<file path="config.mk">
export PLATFORM = sky130hd
export DESIGN_NAME = option_dispatch_flat
export DESIGN_NICKNAME = d
export VERILOG_FILES = /design/src/rtl/option_pkg.sv /design/src/rtl/option_dispatch_if.sv /design/src/rtl/option_fifo.sv /design/src/rtl/option_dispatch.sv /design/src/flat_wrapper.sv
export SDC_FILE = /design/constraint.sdc
export NUM_CORES = 2
export LEC_CHECK = 0
export CAP_MARGIN = 15
export CORE_ASPECT_RATIO = 1.75
export CORE_UTILIZATION = 52
export DETAILED_ROUTE_END_ITERATION = 8
export GPL_ROUTABILITY_DRIVEN = 0
export GPL_TIMING_DRIVEN = 0
export PLACE_DENSITY = 0.75
export SETUP_SLACK_MARGIN = 0.3
export SLEW_MARGIN = 20
export SYNTH_ARGS = -nofsm -noshare
export SYNTH_HDL_FRONTEND = slang
export SYNTH_HIERARCHICAL = 1
export SYNTH_SLANG_ARGS = --single-unit
</file>
<file path="constraint.sdc">
create_clock -name clk -period 20.3 [get_ports clk]
set_input_delay 4.06 -clock clk [delete_from_list [all_inputs] [get_ports clk]]
set_output_delay 4.06 -clock clk [all_outputs]
set_load 0.05 [all_outputs]
</file>
<file path="src/rtl/option_pkg.sv">
// Types and helpers shared by the record parser, the dispatcher and the pricing engines.
package option_pkg;

   localparam int REC_W   = 200;
   localparam int MAX_ENG = 8;

   typedef struct packed {
      logic [31:0] option_id;
      logic [31:0] sptprice;
      logic [31:0] strike;
      logic [31:0] rate;
      logic [31:0] volatility;
      logic [31:0] otime;
      logic [7:0]  otype;
   } option_rec_t;

   typedef enum logic [1:0] {
      ENG_IDLE = 2'd0,
      ENG_RUN  = 2'd1,
      ENG_HOLD = 2'd2
   } eng_state_e;

   // Returns {found, index} of the first set req bit at or after ptr, wrapping at n.
   // Scanning offsets from high to low lets the smallest offset win.
   function automatic logic [3:0] rr_pick(input logic [MAX_ENG-1:0] req,
                                          input logic [2:0] ptr, input int n);
      logic [3:0] r;
      int         idx;
      r = '0;
      for (int k = MAX_ENG - 1; k >= 0; k--) begin
         if (k < n) begin
            idx = int'(ptr) + k;
            if (idx >= n) idx = idx - n;
            if (req[idx]) r = {1'b1, 3'(idx)};
         end
      end
      return r;
   endfunction

   function automatic logic [2:0] rr_next(input logic [2:0] idx, input int n);
      return (int'(idx) + 1 >= n) ? 3'd0 : idx + 3'd1;
   endfunction

endpackage

</file>
<file path="src/rtl/option_dispatch_if.sv">
// Parser-side record input, engine bank and result port of the option dispatcher.
interface option_dispatch_if
   import option_pkg::*;
   #(parameter int NUM_ENGINES = 4) ();

   logic                     rec_valid;
   logic [31:0]              rec_option_id;
   logic [31:0]              rec_sptprice;
   logic [31:0]              rec_strike;
   logic [31:0]              rec_rate;
   logic [31:0]              rec_volatility;
   logic [31:0]              rec_otime;
   logic [7:0]               rec_otype;
   logic                     overflow;
   logic                     proto_err;
   logic [NUM_ENGINES-1:0]   eng_start;
   option_rec_t              eng_record;
   logic [NUM_ENGINES-1:0]   eng_done;
   logic [32*NUM_ENGINES-1:0] eng_price;
   logic                     res_valid;
   logic                     res_ready;
   logic [31:0]              res_option_id;
   logic [31:0]              res_price;

   modport master (
      input  rec_valid, rec_option_id, rec_sptprice, rec_strike, rec_rate,
             rec_volatility, rec_otime, rec_otype, eng_done, eng_price, res_ready,
      output overflow, proto_err, eng_start, eng_record, res_valid,
             res_option_id, res_price
   );

   modport slave (
      output rec_valid, rec_option_id, rec_sptprice, rec_strike, rec_rate,
             rec_volatility, rec_otime, rec_otype, eng_done, eng_price, res_ready,
      input  overflow, proto_err, eng_start, eng_record, res_valid,
             res_option_id, res_price
   );

endinterface

</file>
<file path="src/rtl/option_fifo.sv">
// Synchronous first-word-fall-through FIFO of option records.
module option_fifo
   import option_pkg::*;
   #(parameter int DEPTH = 8)
   (
      input  logic        clk,
      input  logic        rst,
      input  logic        push,
      input  logic        pop,
      input  option_rec_t din,
      output option_rec_t dout,
      output logic        full,
      output logic        empty
   );

   localparam int AW = $clog2(DEPTH);
   localparam logic [AW:0] ONE = {{AW{1'b0}}, 1'b1};

   logic [AW:0] wr_ptr_q, wr_ptr_d, rd_ptr_q, rd_ptr_d;
   option_rec_t mem_q [DEPTH];

   always_comb begin
      wr_ptr_d = wr_ptr_q;
      rd_ptr_d = rd_ptr_q;
      if (push) wr_ptr_d = wr_ptr_q + ONE;
      if (pop)  rd_ptr_d = rd_ptr_q + ONE;
   end

   // The extra pointer bit distinguishes full from empty when the indices match.
   assign empty = (wr_ptr_q == rd_ptr_q);
   assign full  = (wr_ptr_q[AW] != rd_ptr_q[AW]) && (wr_ptr_q[AW-1:0] == rd_ptr_q[AW-1:0]);
   assign dout  = mem_q[rd_ptr_q[AW-1:0]];

   always_ff @(posedge clk) begin
      if (rst) begin
         wr_ptr_q <= '0;
         rd_ptr_q <= '0;
      end else begin
         wr_ptr_q <= wr_ptr_d;
         rd_ptr_q <= rd_ptr_d;
      end
   end

   always_ff @(posedge clk) begin
      if (push) mem_q[wr_ptr_q[AW-1:0]] <= din;
   end

endmodule

</file>
<file path="src/rtl/option_dispatch.sv">
// Buffers parsed option records, hands them round-robin to free pricing engines,
// and returns (option_id, price) results one at a time over a valid/ready port.
module option_dispatch
   import option_pkg::*;
   #(
      parameter int NUM_ENGINES = 4,
      parameter int FIFO_DEPTH  = 8
   )
   (
      input  logic               clk,
      input  logic               rst,
      option_dispatch_if.master  bus
   );

   option_rec_t rec_in, fifo_dout;
   logic        fifo_push, fifo_pop, fifo_full, fifo_empty, res_hs;

   eng_state_e  eng_state_q [NUM_ENGINES];
   eng_state_e  eng_state_d [NUM_ENGINES];
   logic [31:0] tag_q   [NUM_ENGINES];
   logic [31:0] tag_d   [NUM_ENGINES];
   logic [31:0] price_q [NUM_ENGINES];
   logic [31:0] price_d [NUM_ENGINES];

   logic [2:0]  disp_ptr_q, disp_ptr_d, res_ptr_q, res_ptr_d, res_idx_q, res_idx_d;
   logic [NUM_ENGINES-1:0] eng_start_q, eng_start_d;
   option_rec_t eng_record_q, eng_record_d;
   logic        res_valid_q, res_valid_d, overflow_q, overflow_d, proto_err_q, proto_err_d;
   logic [31:0] res_option_id_q, res_option_id_d, res_price_q, res_price_d;

   logic [MAX_ENG-1:0] idle_vec, hold_vec;
   logic [3:0]         disp_pick, res_pick;

   assign rec_in = '{option_id:  bus.rec_option_id,
                     sptprice:   bus.rec_sptprice,
                     strike:     bus.rec_strike,
                     rate:       bus.rec_rate,
                     volatility: bus.rec_volatility,
                     otime:      bus.rec_otime,
                     otype:      bus.rec_otype};

   option_fifo #(.DEPTH(FIFO_DEPTH)) u_fifo (
      .clk   (clk),
      .rst   (rst),
      .push  (fifo_push),
      .pop   (fifo_pop),
      .din   (rec_in),
      .dout  (fifo_dout),
      .full  (fifo_full),
      .empty (fifo_empty)
   );

   always_comb begin
      idle_vec = '0;
      hold_vec = '0;
      for (int i = 0; i < NUM_ENGINES; i++) begin
         idle_vec[i] = (eng_state_q[i] == ENG_IDLE);
         hold_vec[i] = (eng_state_q[i] == ENG_HOLD);
      end
   end

   assign disp_pick = rr_pick(idle_vec, disp_ptr_q, NUM_ENGINES);
   assign res_pick  = rr_pick(hold_vec, res_ptr_q, NUM_ENGINES);
   assign fifo_pop  = !fifo_empty && disp_pick[3];
   // A full FIFO still takes a record when the head leaves in the same cycle.
   assign fifo_push = bus.rec_valid && (!fifo_full || fifo_pop);
   assign res_hs    = res_valid_q && bus.res_ready;

   always_comb begin
      eng_state_d     = eng_state_q;
      tag_d           = tag_q;
      price_d         = price_q;
      disp_ptr_d      = disp_ptr_q;
      res_ptr_d       = res_ptr_q;
      res_idx_d       = res_idx_q;
      eng_start_d     = '0;
      eng_record_d    = eng_record_q;
      res_valid_d     = res_valid_q;
      res_option_id_d = res_option_id_q;
      res_price_d     = res_price_q;
      overflow_d      = overflow_q | (bus.rec_valid && !fifo_push);
      proto_err_d     = proto_err_q;

      // Completion, dispatch and release touch disjoint states, so order is irrelevant.
      for (int i = 0; i < NUM_ENGINES; i++) begin
         if (bus.eng_done[i]) begin
            if (eng_state_q[i] == ENG_RUN) begin
               eng_state_d[i] = ENG_HOLD;
               price_d[i]     = bus.eng_price[32*i +: 32];
            end else begin
               proto_err_d = 1'b1;
            end
         end
         if (fifo_pop && disp_pick[2:0] == 3'(i)) begin
            eng_state_d[i] = ENG_RUN;
            tag_d[i]       = fifo_dout.option_id;
            eng_start_d[i] = 1'b1;
         end
         if (res_hs && res_idx_q == 3'(i)) eng_state_d[i] = ENG_IDLE;
      end

      if (fifo_pop) begin
         eng_record_d = fifo_dout;
         disp_ptr_d   = rr_next(disp_pick[2:0], NUM_ENGINES);
      end

      if (res_hs) begin
         res_valid_d = 1'b0;
         res_ptr_d   = rr_next(res_idx_q, NUM_ENGINES);
      end else if (!res_valid_q && res_pick[3]) begin
         res_valid_d = 1'b1;
         res_idx_d   = res_pick[2:0];
         for (int i = 0; i < NUM_ENGINES; i++) begin
            if (res_pick[2:0] == 3'(i)) begin
               res_option_id_d = tag_q[i];
               res_price_d     = price_q[i];
            end
         end
      end
   end

   always_ff @(posedge clk) begin
      if (rst) begin
         for (int i = 0; i < NUM_ENGINES; i++) begin
            eng_state_q[i] <= ENG_IDLE;
            tag_q[i]       <= '0;
            price_q[i]     <= '0;
         end
         disp_ptr_q      <= '0;
         res_ptr_q       <= '0;
         res_idx_q       <= '0;
         eng_start_q     <= '0;
         eng_record_q    <= '0;
         res_valid_q     <= 1'b0;
         res_option_id_q <= '0;
         res_price_q     <= '0;
         overflow_q      <= 1'b0;
         proto_err_q     <= 1'b0;
      end else begin
         eng_state_q     <= eng_state_d;
         tag_q           <= tag_d;
         price_q         <= price_d;
         disp_ptr_q      <= disp_ptr_d;
         res_ptr_q       <= res_ptr_d;
         res_idx_q       <= res_idx_d;
         eng_start_q     <= eng_start_d;
         eng_record_q    <= eng_record_d;
         res_valid_q     <= res_valid_d;
         res_option_id_q <= res_option_id_d;
         res_price_q     <= res_price_d;
         overflow_q      <= overflow_d;
         proto_err_q     <= proto_err_d;
      end
   end

   assign bus.eng_start     = eng_start_q;
   assign bus.eng_record    = eng_record_q;
   assign bus.res_valid     = res_valid_q;
   assign bus.res_option_id = res_option_id_q;
   assign bus.res_price     = res_price_q;
   assign bus.overflow      = overflow_q;
   assign bus.proto_err     = proto_err_q;

endmodule

</file>
<file path="src/flat_wrapper.sv">
// flat-port wrapper written by rule: the top's interface ports become plain ports
module option_dispatch_flat import option_pkg::*;
#(
      parameter int NUM_ENGINES = 4,
      parameter int FIFO_DEPTH  = 8
   )
  (clk, rst, bus_rec_valid, bus_rec_option_id, bus_rec_sptprice, bus_rec_strike, bus_rec_rate, bus_rec_volatility, bus_rec_otime, bus_rec_otype, bus_eng_done, bus_eng_price, bus_res_ready, bus_overflow, bus_proto_err, bus_eng_start, bus_eng_record, bus_res_valid, bus_res_option_id, bus_res_price);
  option_dispatch_if #(.NUM_ENGINES(NUM_ENGINES)) bus_i ();
  input  logic clk;
  input  logic rst;
  input wire logic [$bits(bus_i.rec_valid)-1:0] bus_rec_valid;
  input wire logic [$bits(bus_i.rec_option_id)-1:0] bus_rec_option_id;
  input wire logic [$bits(bus_i.rec_sptprice)-1:0] bus_rec_sptprice;
  input wire logic [$bits(bus_i.rec_strike)-1:0] bus_rec_strike;
  input wire logic [$bits(bus_i.rec_rate)-1:0] bus_rec_rate;
  input wire logic [$bits(bus_i.rec_volatility)-1:0] bus_rec_volatility;
  input wire logic [$bits(bus_i.rec_otime)-1:0] bus_rec_otime;
  input wire logic [$bits(bus_i.rec_otype)-1:0] bus_rec_otype;
  input wire logic [$bits(bus_i.eng_done)-1:0] bus_eng_done;
  input wire logic [$bits(bus_i.eng_price)-1:0] bus_eng_price;
  input wire logic [$bits(bus_i.res_ready)-1:0] bus_res_ready;
  output wire logic [$bits(bus_i.overflow)-1:0] bus_overflow;
  output wire logic [$bits(bus_i.proto_err)-1:0] bus_proto_err;
  output wire logic [$bits(bus_i.eng_start)-1:0] bus_eng_start;
  output wire logic [$bits(bus_i.eng_record)-1:0] bus_eng_record;
  output wire logic [$bits(bus_i.res_valid)-1:0] bus_res_valid;
  output wire logic [$bits(bus_i.res_option_id)-1:0] bus_res_option_id;
  output wire logic [$bits(bus_i.res_price)-1:0] bus_res_price;
  assign bus_i.rec_valid = bus_rec_valid;
  assign bus_i.rec_option_id = bus_rec_option_id;
  assign bus_i.rec_sptprice = bus_rec_sptprice;
  assign bus_i.rec_strike = bus_rec_strike;
  assign bus_i.rec_rate = bus_rec_rate;
  assign bus_i.rec_volatility = bus_rec_volatility;
  assign bus_i.rec_otime = bus_rec_otime;
  assign bus_i.rec_otype = bus_rec_otype;
  assign bus_i.eng_done = bus_eng_done;
  assign bus_i.eng_price = bus_eng_price;
  assign bus_i.res_ready = bus_res_ready;
  assign bus_overflow = bus_i.overflow;
  assign bus_proto_err = bus_i.proto_err;
  assign bus_eng_start = bus_i.eng_start;
  assign bus_eng_record = bus_i.eng_record;
  assign bus_res_valid = bus_i.res_valid;
  assign bus_res_option_id = bus_i.res_option_id;
  assign bus_res_price = bus_i.res_price;
  option_dispatch #(.NUM_ENGINES(NUM_ENGINES), .FIFO_DEPTH(FIFO_DEPTH)) u_core (.clk(clk), .rst(rst), .bus(bus_i));
endmodule
</file>
# Word-level counts from Yosys, hierarchy flattened
# Memory sizes are Yosys's and may differ from the RTL's. A register that Yosys moved wholly into a read port is not among the register bits.
# Cells that the tools add are included.
# totals
mem_bits_ro	0
latch_bits	0
ramBits	1600
out_inout_bits	271
register_bits	552
memories	1
# op_classes
n_mul	0
shift	0
order_cmp	18
add_sub_neg	20
eq_ne	20
n_div	0
n_mux	78
reduce_logical	54
n_bitwise	2
# memory_table
name	depth	width	read_ports	rd_clocked_by_memory_dff	write_ports	line_no	rtl
u_core.u_fifo.mem_q	8	200	1	1	1	option_fifo.sv:20	option_rec_t mem_q [DEPTH];
# op_table
cell	count
$mux W32	16
$ge A32 B4 Y1 const B	8
$lt A32 B5 Y1 const B	8
$sub A32 B4 Y32 const B	6
$mux W1	42
$mux W4	8
$bmux W1 S3	8
$eq A3 B2 Y1 const B	6
$reduce_and A2 Y1	9
$add A3 B1 Y4 const B	4
$add A3 B2 Y4 const B	4
$reduce_bool A2 Y1	8
$logic_and A1 B1 Y1	14
$mux W3	4
$reduce_or A3 Y1	4
$reduce_or A2 Y1	5
$eq A3 B1 Y1 const B	3
$logic_not A3 Y1	3
$add A4 B1 Y4 const B	2
$eq A2 B1 Y1 const B	4
$eq A2 B2 Y1 const B	4
$logic_not A2 Y1	4
$sub A3 B3 Y4 const B	2
$add A3 B1 Y3 const B	2
other kinds (10)	14

# Logic depth before layout (Yosys ltp)
# logic_depth
word_depth	16
ltp_mapped	17
depth_no_buf	13

# Hierarchy
# Netlist, hierarchy kept.
# by_module_without_submodules
module	area_each_um2	instances	seq_area_each_um2	cells_each
option_fifo	62245.9	1	48266.3	2369
option_dispatch	21743.4	1	10890.4	2499

# Least setup slack after synthesis
# OpenSTA, ideal clock, no wires.
# synth_path
kind	input to register
from	input port bus_rec_valid
to	memory u_core/u_fifo/mem_q[2][0] in the netlist's numbering, enable pin
required_ns	19.296
arrival_time_ns	18.239
path_slack_ns	1.057
setup_ns	1.004
stages	3
cell_sequence	a21boi_0 nand2_1 nor3_1
# synth_via
elab_chain_len	3
# synth_lines
item	line_no	rtl
start: declaration	flat_wrapper.sv:11	input wire logic [$bits(bus_i.rec_valid)-1:0] bus_rec_valid;
$logic_and A1 B1 Y1	option_dispatch.sv:66	assign fifo_push = bus.rec_valid && (!fifo_full || fifo_pop);
$mux W1	option_fifo.sv:45	if (push) mem_q[wr_ptr_q[AW-1:0]] <= din;
$mux W1 (implied by the code)	option_fifo.sv:45	
end: declaration	option_fifo.sv:20	
# No other way between the ends.

# Worst setup path in the final report
# layout_path
from	input port bus_rec_valid
to	memory u_core/u_fifo/mem_q[2][26] in the netlist's numbering, enable pin
# layout_via
elab_chain_len	3
# layout_lines
item	line_no	rtl
$logic_and A1 B1 Y1	option_dispatch.sv:66	
via u_core.fifo_push	option_dispatch.sv:16	logic fifo_push, fifo_pop, fifo_full, fifo_empty, res_hs;
$mux W1	option_fifo.sv:45	
$mux W1 (implied by the code)	option_fifo.sv:45	
# The timed path passes the listed nets, and every way through them passes these cells.

==> flow_summary.yaml <==
critical_path:
  cp.required_ps: 20800
  path_delay_family: "buffers and inverters"
  cp_data_arrival_time_ps: 8440
  r2r_setup_slack_ps: 12930
  crit_chain: "clkdlybuf4s50_1 -> a21boi_0 -> nand2_1 -> nor3_2 -> buf_4 -> buf_6 -> buf_4 -> buf_6 -> buf_6 -> buf_4 -> buf_4 -> buf_4 -> buf_4 -> buf_4"
  critPathSlowestCell: "nor3_2"
  crit_type: "in2reg"
  start_kind: "primary input"
  crit_fanout: 8
  rr_startpoint: "u_core/disp_ptr_q[1]"
  timing.critical_path.buf_inv: 11
  r2r_cells: 22
  timing.rr.end: "u_core/u_fifo/mem_q[2][26]"
  cp-end-kind: "flip-flop"
  critPathMaxStageDelay_ps: 760
  cpMostUsedCell: "buf_4"
  cp.depth: 14
sta:
  relSlewSlack: 0.2278
  fin_ws_ps: 12360
  hold_viol_final: 0
  max_freq_ghz: 0.1260
  hold_ws_ps: 452.9
  setup_viol: 0
  layout_min_cycle_time_ps: 7936
  rsz0062_at_grt: "false"
  finalClockSkew_ps: 48.07
  drv_slew: 0
  final.setup.tns_ps: 0
  final.period_utilization: 0.3909
  tightest_slew_ps: 1158
worst_hold_path:
  min-delay-path-class: "reg2reg"
  hold_end: "u_core/price_q[72]"
  worst_hold_startpoint: "u_core/price_q[72]"
  hold_path_depth: 2
grt:
  grt_pass1_vias: 48970
  gr-total-overflow: 0
  grt_max_degree: 20
  grt_pass1_wl_um: 322700
  antenna_found_initial: 51
  grtUsageTotal: 0.2718
yosys:
  netlist_area_um2: 83990
  synth-main-ff-cell: "edfxtp_1"
  syn_area_per_cell_um2: 17.25
  ys_warn_count: 6
  postSynthCellCount: 4868
  synth_seq_cells: 2155
  synthDistinctLibCells: 65
  syn_nets: 5229
  synth-edff-count: 1600
  ys_seq_area_frac: 0.7043
  postSynth.asyncResetShare: 0
clock_network:
  cts_setup_buffers: 0
  insertion_delay_ps: 830
  clk_pin_slew_ps: 60
  cts_buffers: 191
  clock-sinks: 2155
  cts_resized: 0
  clock-root-buffer: "clkbuf_16"
  cts_tree: "yes"
  clock_path_buffers: 4
  htree_levels: 4
  postCtsHoldBufs: 0
power_and_ir_drop:
  p_sw_w: 0.004726
  powerDensity_nw_per_um2: 134.6
  leakage_nw: 34.23
  power_frac_comb: 0.339
  peakVddDrop_uv: 139.8
  p_int_w: 0.008932
  power.share.clock: 0.268
  power_frac_seq: 0.393
  p_sw_frac: 0.3461
layout:
  final_common_cell: "edfxtp_1"
  syn_to_final_growth_pct: 20.84
  drive_above_1_share: 0.1585
  layout.nets: 6175
  fin_util: 0.6345
  final_cell_mix: "edfxtp_1, nand2_1, clkdlybuf4s50_1, dfxtp_1, a21oi_1"
placement:
  dp_slack_ps: 11620
  hpwl_um: 157800
  io_buffer_count: 605
job:
  maxCapViolations: 0
drt:
  routed-via-count: 47710
  routedWlPerCell_um: 27.89
  drcViolationCount: 0
  postRouteAntennaNets: 0
  routed_wl_um: 224200
  drt_iter0_drc: 3515
  routed_via_density: 5.935
  drt_first_pass_iters: 7
die:
  fp.dieH_um: 533.7
  die_area_um2: 163200
  ios: 607
  core_area_um2: 160000
  die_w_um: 305.8
  start_util: 0.5251
  rows: 194
status:
  outcome: "complete, no violations"
## cells in the mapped netlist, drive strengths merged (64+ instances only)
cell | instances | area share
clkbuf | 175 | 0.0078
o22ai | 66 | 0.0080
edfxtp | 1600 | 0.57
dfxtp | 555 | 0.13
nand2 | 738 | 0.033
nor2 | 105 | 0.0047
a21oi | 415 | 0.025
mux2 | 330 | 0.044
buf | 137 | 0.015
a22o | 64 | 0.0067
mux4 | 403 | 0.13
nor3 | 70 | 0.0066
## layer usage
layer	global-route usage	up-vias	routed length [um]
met5	0	-	366
met4	0.1355	58	11320
met3	0.07269	562	18410
met2	0.4688	2045	113100
met1	0.3113	24090	80980
li1	-	20960	-
## metrics by stage
stage          instances  area, um^2  power (W)
6_report            8039      101500    0.01366
5_1_grt             8029      101500    0.01412
4_1_cts             8020      101400    0.01372
3_5_place_dp        7679       95160    0.01007
3_3_place_gp        7531       92620    0.01002
2_1_floorplan       4868       83990   0.008391
## flip-flops by register name (all words and copies together) (netlist names), 3 cells and up, named ones only
name and count:
u_core/price_q 128, u_core/eng_state_q 8, u_core/disp_ptr_q 3, u_core/bus.res_price 32, u_core/u_fifo/wr_ptr_q 4, u_core/u_fifo/mem_q 1600
u_core/bus.res_option_id 32, u_core/res_idx_q 3, u_core/tag_q 128, u_core/bus.eng_record 200, u_core/bus.eng_start 4, u_core/res_ptr_q 3
u_core/u_fifo/rd_ptr_q 4
## worst register-to-register path: stages (launching register included)
cell and delay [ps]:
dfxtp_1 470, inv_1 210, ha_1 330, nand3b_1 240, a31oi_1 290, o2bb2ai_1 110
a21o_1 170, buf_2 300, buf_2 420, buf_1 520, a21boi_0 790, nand2_1 440
nor3_2 760, buf_4 290, buf_6 170, buf_4 200, buf_6 150, buf_6 160
buf_4 170, buf_4 200, buf_4 220, buf_4 210, buf_4 200
## cells by family (layout without fill, tap and decap cells)
family / Yosys count / count (layout) / synth area share
AO/OA/AOI/OAI: 619 / 619 / 0.04541
XOR/XNOR: 13 / 13 / 0.001356
adder cells (fa/ha/maj): 25 / 25 / 0.003724
buffers and inverters: 328 / 1422 / 0.02315
flip-flops: 2155 / 2155 / 0.7043
multiplexers: 741 / 741 / 0.1711
other: 1 / 20 / 0.00004465
AND/OR/NAND/NOR: 986 / 986 / 0.05084
## power groups by stage
stage | Sequential (W) | Clock, W | Combinational (W)
after floorplan | 0.00622 | 0 | 0.00217
after global placement | 0.00552 | 0 | 0.00450
after detailed placement | 0.00546 | 0 | 0.00461
after CTS | 0.00537 | 0.00371 | 0.00464
after global routing | 0.00541 | 0.00387 | 0.00484
final | 0.00537 | 0.00366 | 0.00463
## layout make-up
type	instances	area [um^2]
Sequential cell	2155	59160
Fill cell	10990	58460
Multi-Input combinational cell	2385	22960
Clock inverter	93	997.2
Timing Repair Buffer	753	8531
Tap cell	2058	2575
Antenna cell	19	47.55
Inverter	16	60.06
Buffer	312	1892
Clock buffer	248	5281
## worst max-delay path by stage
| stage | start | end | slack [ps] |
|---|---|---|---|
| after floorplan | bus_rec_valid | u_core/u_fifo/mem_q[2][0] | 1060 |
| after global placement | bus_rec_valid | u_core/u_fifo/mem_q[2][26] | -15210 |
| after detailed placement | bus_rec_valid | u_core/u_fifo/mem_q[2][25] | 11620 |
| after CTS | bus_rec_valid | u_core/u_fifo/mem_q[2][26] | 12450 |
| after global routing | bus_rec_valid | u_core/u_fifo/mem_q[2][26] | 12240 |
| final | bus_rec_valid | u_core/u_fifo/mem_q[2][26] | 12360 |
No activity file was read; power rests on OpenSTA's default activity.
